--- src/rtl/i2s_pkg.sv ---
// rtl/i2s_pkg.sv - shared I2S constants and stereo pair type
package i2s_pkg;

    localparam int I2S_WIDTH_DEFAULT = 24;

    localparam logic CH_LEFT  = 1'b0;
    localparam logic CH_RIGHT = 1'b1;

    // Default-width pair; modules with a WIDTH parameter declare the same layout locally.
    typedef struct packed {
        logic [I2S_WIDTH_DEFAULT-1:0] left;
        logic [I2S_WIDTH_DEFAULT-1:0] right;
    } i2s_pair_t;

endpackage

--- src/rtl/i2s_pair_fifo.sv ---
// rtl/i2s_pair_fifo.sv - two-entry stereo pair FIFO
module i2s_pair_fifo #(
    parameter int W     = 48,
    parameter int DEPTH = 2
) (
    input  logic         clk,
    input  logic         reset_n,
    input  logic         push,
    input  logic [W-1:0] push_data,
    input  logic         pop,
    output logic [W-1:0] pop_data,
    output logic [1:0]   count,
    output logic         full,
    output logic         empty
);

    logic [W-1:0] mem [2];
    logic         wr_ptr;
    logic         rd_ptr;
    logic         push_ok;
    logic         pop_ok;

    assign full     = (count == 2'(DEPTH));
    assign empty    = (count == 2'd0);
    assign push_ok  = push && !full;
    assign pop_ok   = pop && !empty;
    assign pop_data = mem[rd_ptr];

    always_ff @(posedge clk) begin
        if (!reset_n) begin
            wr_ptr <= 1'b0;
            rd_ptr <= 1'b0;
            count  <= 2'd0;
        end else begin
            if (push_ok) begin
                wr_ptr <= ~wr_ptr;
            end
            if (pop_ok) begin
                rd_ptr <= ~rd_ptr;
            end
            count <= count + {1'b0, push_ok} - {1'b0, pop_ok};
        end
    end

    // Storage is not reset; count and pointers alone define validity.
    always_ff @(posedge clk) begin
        if (push_ok) begin
            mem[wr_ptr] <= push_data;
        end
    end

endmodule

--- src/rtl/i2s_tx_slave.sv ---
// rtl/i2s_tx_slave.sv - I2S transmitter slaved to external sck/ws
module i2s_tx_slave
    import i2s_pkg::*;
#(
    parameter int WIDTH = I2S_WIDTH_DEFAULT,
    parameter int DEPTH = 2
) (
    input  logic             sck,
    input  logic             reset_n,
    input  logic             ws,
    input  logic             en,
    input  logic             s_valid,
    input  logic [WIDTH-1:0] s_left,
    input  logic [WIDTH-1:0] s_right,
    output logic             s_ready,
    output logic             sd,
    output logic             frame_start,
    output logic             underrun
);

    typedef struct packed {
        logic [WIDTH-1:0] left;
        logic [WIDTH-1:0] right;
    } pair_t;

    logic             ws_q;
    logic             ws_edge;
    logic             left_start;
    logic             right_start;
    logic             active;
    pair_t            hold;
    pair_t            head;
    logic [WIDTH-1:0] shreg;
    logic [WIDTH-1:0] load_word;
    logic [1:0]       fifo_count;
    logic             fifo_full;
    logic             fifo_empty;
    logic             push;
    logic             pop;

    assign ws_edge     = (ws != ws_q);
    assign left_start  = ws_edge && (ws == CH_LEFT);
    assign right_start = ws_edge && (ws == CH_RIGHT);
    assign s_ready     = reset_n && (fifo_count < 2'(DEPTH));
    assign push        = s_valid && reset_n && !fifo_full;
    assign pop         = en && left_start;

    i2s_pair_fifo #(
        .W     (2 * WIDTH),
        .DEPTH (DEPTH)
    ) u_fifo (
        .clk       (sck),
        .reset_n   (reset_n),
        .push      (push),
        .push_data ({s_left, s_right}),
        .pop       (pop),
        .pop_data  (head),
        .count     (fifo_count),
        .full      (fifo_full),
        .empty     (fifo_empty)
    );

    // A right word is only sent once a left word of the same frame went out,
    // so enabling mid-frame never replays a stale hold register.
    always_comb begin
        load_word = '0;
        if (left_start) begin
            load_word = fifo_empty ? '0 : head.left;
        end else if (right_start && active) begin
            load_word = hold.right;
        end
    end

    always_ff @(posedge sck) begin
        if (!reset_n) begin
            ws_q        <= 1'b0;
            active      <= 1'b0;
            hold        <= '0;
            shreg       <= '0;
            sd          <= 1'b0;
            frame_start <= 1'b0;
            underrun    <= 1'b0;
        end else begin
            ws_q        <= ws;
            frame_start <= 1'b0;
            underrun    <= 1'b0;
            if (!en) begin
                active <= 1'b0;
                shreg  <= '0;
                sd     <= 1'b0;
            end else if (ws_edge) begin
                sd    <= load_word[WIDTH-1];
                shreg <= {load_word[WIDTH-2:0], 1'b0};
                if (left_start) begin
                    active      <= 1'b1;
                    frame_start <= 1'b1;
                    underrun    <= fifo_empty;
                    hold        <= fifo_empty ? '0 : head;
                end
            end else begin
                // Zeros shift in behind the LSB, giving the slot padding.
                sd    <= shreg[WIDTH-1];
                shreg <= {shreg[WIDTH-2:0], 1'b0};
            end
        end
    end

endmodule

--- config.mk ---
export PLATFORM = sky130hd
export DESIGN_NAME = i2s_tx_slave
export DESIGN_NICKNAME = d
export VERILOG_FILES = /design/src/rtl/i2s_pkg.sv /design/src/rtl/i2s_pair_fifo.sv /design/src/rtl/i2s_tx_slave.sv
export SDC_FILE = /design/constraint.sdc
export NUM_CORES = 1
export LEC_CHECK = 0
export CAP_MARGIN = 15
export CORE_MARGIN = 10
export CORE_UTILIZATION = 30
export DETAILED_ROUTE_END_ITERATION = 7
export GPL_TIMING_DRIVEN = 0
export PLACE_DENSITY = 0.5
export SETUP_SLACK_MARGIN = 0.2
export SYNTH_ARGS = -nofsm -noshare
export SYNTH_HDL_FRONTEND = slang
export SYNTH_SLANG_ARGS = --single-unit
--- constraint.sdc ---
create_clock -name sck -period 6.2 [get_ports sck]
set_input_delay 1.24 -clock sck [delete_from_list [all_inputs] [get_ports sck]]
set_output_delay 1.24 -clock sck [all_outputs]
set_load 0.05 [all_outputs]
; ---- Word-level counts from Yosys, hierarchy flattened
; Memories as Yosys holds them, arrays and structs flattened. A register that Yosys moved wholly into a read port is not among the register bits.
; Cells that the tools add are included.
[op_classes]
reduce_logical = 17
mul = 0
order_cmp = 1
bitwise_logic = 3
div = 0
n_eq_ne = 2
n_addsub = 2
n_shift = 0
n_mux = 11
[ops]
columns = operator, n
row1 = 24-bit 2-to-1 mux, 5
row2 = 1-bit logical AND, 9
row3 = 1-bit 2-to-1 mux, 6
row4 = 3-bit AND reduction, 2
row5 = 2-bit AND reduction, 2
row6 = 4-bit AND reduction, 1
row7 = 1-bit NOT, 3
row8 = 2-bit by 1-bit adder with 2-bit output, 1
row9 = 2-bit == test (second input constant), 1
row10 = 1-bit zero test, 2
row11 = 2-bit zero test, 1
row12 = 2-bit < comparator (second input constant), 1
row13 = 2-bit by 1-bit subtractor with 2-bit output, 1
row14 = 1-bit inequality test, 1
[totals]
n_memories = 1
ff_bits = 57
output_inout_bits = 4
romBits = 0
word_cells = 47
ram_bits = 96
latch_bits = 0
[memory_table]
columns = name, depth, word_bits, read_ports, rd_clocked_by_memory_dff, write_ports, line
row1 = u_fifo.mem, 2, 48, 1, 1, 1, i2s_pair_fifo.sv:17  ; logic [W-1:0] mem [2];

; ---- Longest topological paths before layout
[depth]
word_depth = 6
ltp_mapped = 11

; ---- Hierarchy
; From an unflattened synthesis, not the netlist that was laid out.
[hier_totals]
hier_cells = 411
hier_area_um2 = 6099.6
[modules_own_cells]
columns = mod, n_inst, area_per_inst_um2, seq_area_each_um2, cells_per_inst
row1 = i2s_pair_fifo, 1, 3777.4, 2982.9, 174
row2 = i2s_tx_slave, 1, 2322.2, 1041.0, 237

; ---- Worst setup path after synthesis
; OpenSTA, ideal clock, no wires.
[synth_path]
path_kind = input to output
from = input reset_n
to = output s_ready
t_arrival_ns = 2.121
cell_stages = 3
t_required_ns = 4.960
setup_slack_ns = 2.839
cell_sequence = buf_2 inv_1 nor2_1
[synth_via]
elab_chain_cells = 1
[synth_rtl]
columns = item, line
row1 = start: declaration, i2s_tx_slave.sv:9  ; input logic reset_n,
row2 = 1-bit logical AND, i2s_tx_slave.sv:44  ; assign s_ready = reset_n && (fifo_count < 2'(DEPTH));
row3 = end: declaration, i2s_tx_slave.sv:15  ; output logic s_ready,
; No other way between the ends.

; ---- Final worst setup path
; Ends and elaborated chain as after synthesis.

==> results.py <==
metrics = {
    "status": {
        "status": "completed",
    },
    "floorplan": {
        "row_count": 50,
        "die_w_um": 159,
        "initial_core_util_pct": 30.6,
        "core-area_mm2": 0.0188,
        "dieArea_mm2": 0.0252,
        "fp.dieH_um": 159,
        "io_pins": 57,
    },
    "detailed_routing": {
        "dr.pass1.iters": 4,
        "via_per_inst": 4.40,
        "wl_per_cell_um": 16.5,
        "first_iter_violations": 121,
        "wl_met3_um": 536,
        "wl_um": 11700,
        "drt-met1-wl_um": 5340,
        "num_vias": 3115,
        "drt.antenna.violating_nets": 0,
        "drc": 0,
        "routed-wl-met2_um": 5650,
        "top_layer_used": "met4",
    },
    "layout": {
        "areaGrowthSynthToFinish_pct": 27.7,
        "fin_area_mm2": 0.00736,
        "finalNetCount": 493,
        "nFillCells": 1753,
        "n_antenna_cell": 0,
        "drive_gt1_share_pct": 22.8,
        "register_area_mm2": 0.00402,
        "multi_input_area_mm2": 0.00158,
    },
    "logic_synthesis": {
        "async_flop_share_pct": 0,
        "synth-seq-cells": 153,
        "synth_nets": 417,
        "synth.top_cell.area_share_pct": 50.0,
        "yosysMostFrequentCell": "edfxtp_1",
        "synth_cell_type_count": 34,
        "seq_area_frac_synth_pct": 69.8,
        "yosysTopAreaCell": "edfxtp_1",
        "synth_area_mm2": 0.00577,
        "postSynthCellCount": 359,
        "syn_area_per_cell_um2": 16.1,
        "yosys-top-cells-area": "edfxtp_1, dfxtp_1, a221oi_2",
        "yosysWarnings": 0,
        "synthTopCellsByCount": "edfxtp_1, dfxtp_1, mux2i_1, nor2b_1, o2bb2ai_1",
        "ys.flop_type": "edfxtp_1",
        "synth-edff-count": 96,
    },
    "place": {
        "dp_hpwl_um": 8010,
        "place_area_mm2": 0.00668,
        "gp_congestion": 0.721,
        "post-place-ws_ns": 2.46,
        "port_buffers": 55,
    },
    "sta": {
        "max_freq_mhz": 269,
        "tightestPinTransition_ns": 0.798,
        "relSlewSlack_pct": 46.8,
        "finalClockSkew_ns": 0.00972,
        "finalMaxSlewViolations": 0,
        "tns_ns": 0,
        "setup_viol": 0,
        "hold_viol": 0,
        "whs_ns": 0.473,
        "rsz0062_at_grt": "no",
        "min_period_over_period_pct": 59.9,
        "layout_setup_ws_ns": 2.49,
        "period_minus_slack_ns": 3.71,
    },
    "global_routing": {
        "antenna_found_initial": 0,
        "grt_max_degree": 30,
        "grt_pass1_vias": 3408,
        "track_usage_pct": 9.91,
        "grt_first_pass_wirelength_um": 18600,
        "grt_overflow_total": 0,
    },
    "critical_path": {
        "startpoint_type": "input port",
        "cpLargestDelayFamily": "buffers and inverters",
        "worstPathCellList": "buf_2 -> inv_1 -> nor2_1 -> clkdlybuf4s50_1",
        "worstSetupPathType": "in2out",
        "path_buf_inv": 3,
        "arrival_ns": 2.47,
        "cp_slowest_cell": "clkdlybuf4s50_1",
        "max_stage_delay_ns": 0.82,
        "end_kind": "primary output",
        "cp.required_ns": 4.96,
        "worstPathMaxFanout": 8,
    },
    "clock_tree": {
        "hold_buffers": 0,
        "post_cts_buffers": 0,
        "cts_tree": "built",
        "clock-sinks": 153,
        "root_buffer": "clkbuf_16",
        "insertion_delay_ns": 0.42,
        "post_cts_resized": 0,
        "clockBufferDepth": 2,
        "h-tree-depth": 4,
        "cts_made_buffers": 17,
        "path_clk_slew_ns": 0.06,
    },
    "min_path": {
        "worstHoldPathType": "reg2reg",
    },
    "power_and_ir_drop": {
        "clkPwrFrac_pct": 48.1,
        "internal-power_uw": 1980,
        "sw_frac_of_total_pct": 19.4,
        "power.leakage_uw": 0.00250,
        "switchingPower_uw": 478,
        "pwr-share-seq_pct": 45.8,
        "p_comb_share_pct": 6.2,
        "irDropWorstVdd_mv": 0.196,
        "powerDensity_mw_per_mm2": 334,
    },
    "run": {
        "drv_cap": 0,
    },
}
flip-flops by register name, summed over array words and instances, names as in the netlist, 2 cells and up, named ones only:
name / cells
u_fifo.mem: 96
hold: 24
shreg: 23
u_fifo.count: 2
metal layers:
layer  vias to the layer above  GRT usage [%]
li1                       1540              -
met1                      1511           12.1
met2                        55           15.7
met3                         9           3.29
met4                         0           4.10
met5                         -              0
logic make-up after synthesis:
family	Yosys count	share of synthesized area (%)
and+or+nand+nor	68	7.21
DFF	153	69.8
buffers and inverters	29	2.80
adders and majority gates	5	1.09
AOI/OAI and AO/OA	55	10.1
xor gates and xnor gates	1	0.152
muxes	48	8.85
power groups by stage:
stage	clock, µW	sequential (µW)	combinational, µW
detailed placement	0	1150	154
global placement	0	1150	148
global route	1260	1130	168
finish	1180	1130	151
floorplan	0	1150	84.4
CTS	1210	1130	155
layout by cell type, fill, tap and decap left out, types with 2 or more instances in the layout:
master           Yosys  routed
a221oi_2            19      19
clkinvlp_4           0       2
buf_6                4       4
clkbuf_1             5       7
o2bb2ai_1           24      24
buf_4                2       2
inv_1                6       5
a221oi_1             4       4
nor2b_1             24      24
nand2_1              3       3
clkbuf_16            0      17
and2_1               4       3
edfxtp_1            96      96
clkinv_2             0       3
buf_2               11      11
mux2i_1             24      24
dfxtp_1             57      57
nor3_2               7       7
o21ai_0              3       3
buf_12               0       2
ha_1                 5       5
clkdlybuf4s50_1      0      55
mux2_2              23      23
nor2_1               6       6
nor3_1              18      18
bufinv_16            0       7
stage by stage:
step	util [%]	total power, µW	cells
finish	39.1	2460	708
global placement	35.3	1300	674
CTS	39.1	2490	708
global route	39.1	2560	708
detailed placement	35.5	1300	676
floorplan	-	1230	359
worst paths after layout:
kind | cells after the start | slack, ns | endpoint | start
setup reg to reg | 10 | 4.20 | u_fifo.count[1] | ws_q
hold reg to reg | 1 | 0.47 | hold[0] | hold[0]
setup / recovery | 4 | 2.49 | s_ready | reset_n
hold / removal | 1 | 0.47 | hold[0] | hold[0]
area by class of cell:
cell class                 instances  area share (%)
buffer                            23            1.89
clock buffer                      19            5.88
clock inverter                    13            3.38
inverter                           6           0.306
multi-input combinational        177            21.5
sequential                       153            54.6
tap                              260            4.42
timing repair buffer              57            8.02
worst register-to-register path, stage by stage (launching register included):
cell and delay [ns]:
dfxtp_1 0.33, ha_1 0.20, o21a_1 0.10, buf_4 0.17
and2_1 0.20, ha_1 0.28, inv_1 0.04, ha_1 0.19
xor2_1 0.15, and2_1 0.15, nor3_1 0.11
Note: power is estimated with default switching activity, not from simulation.
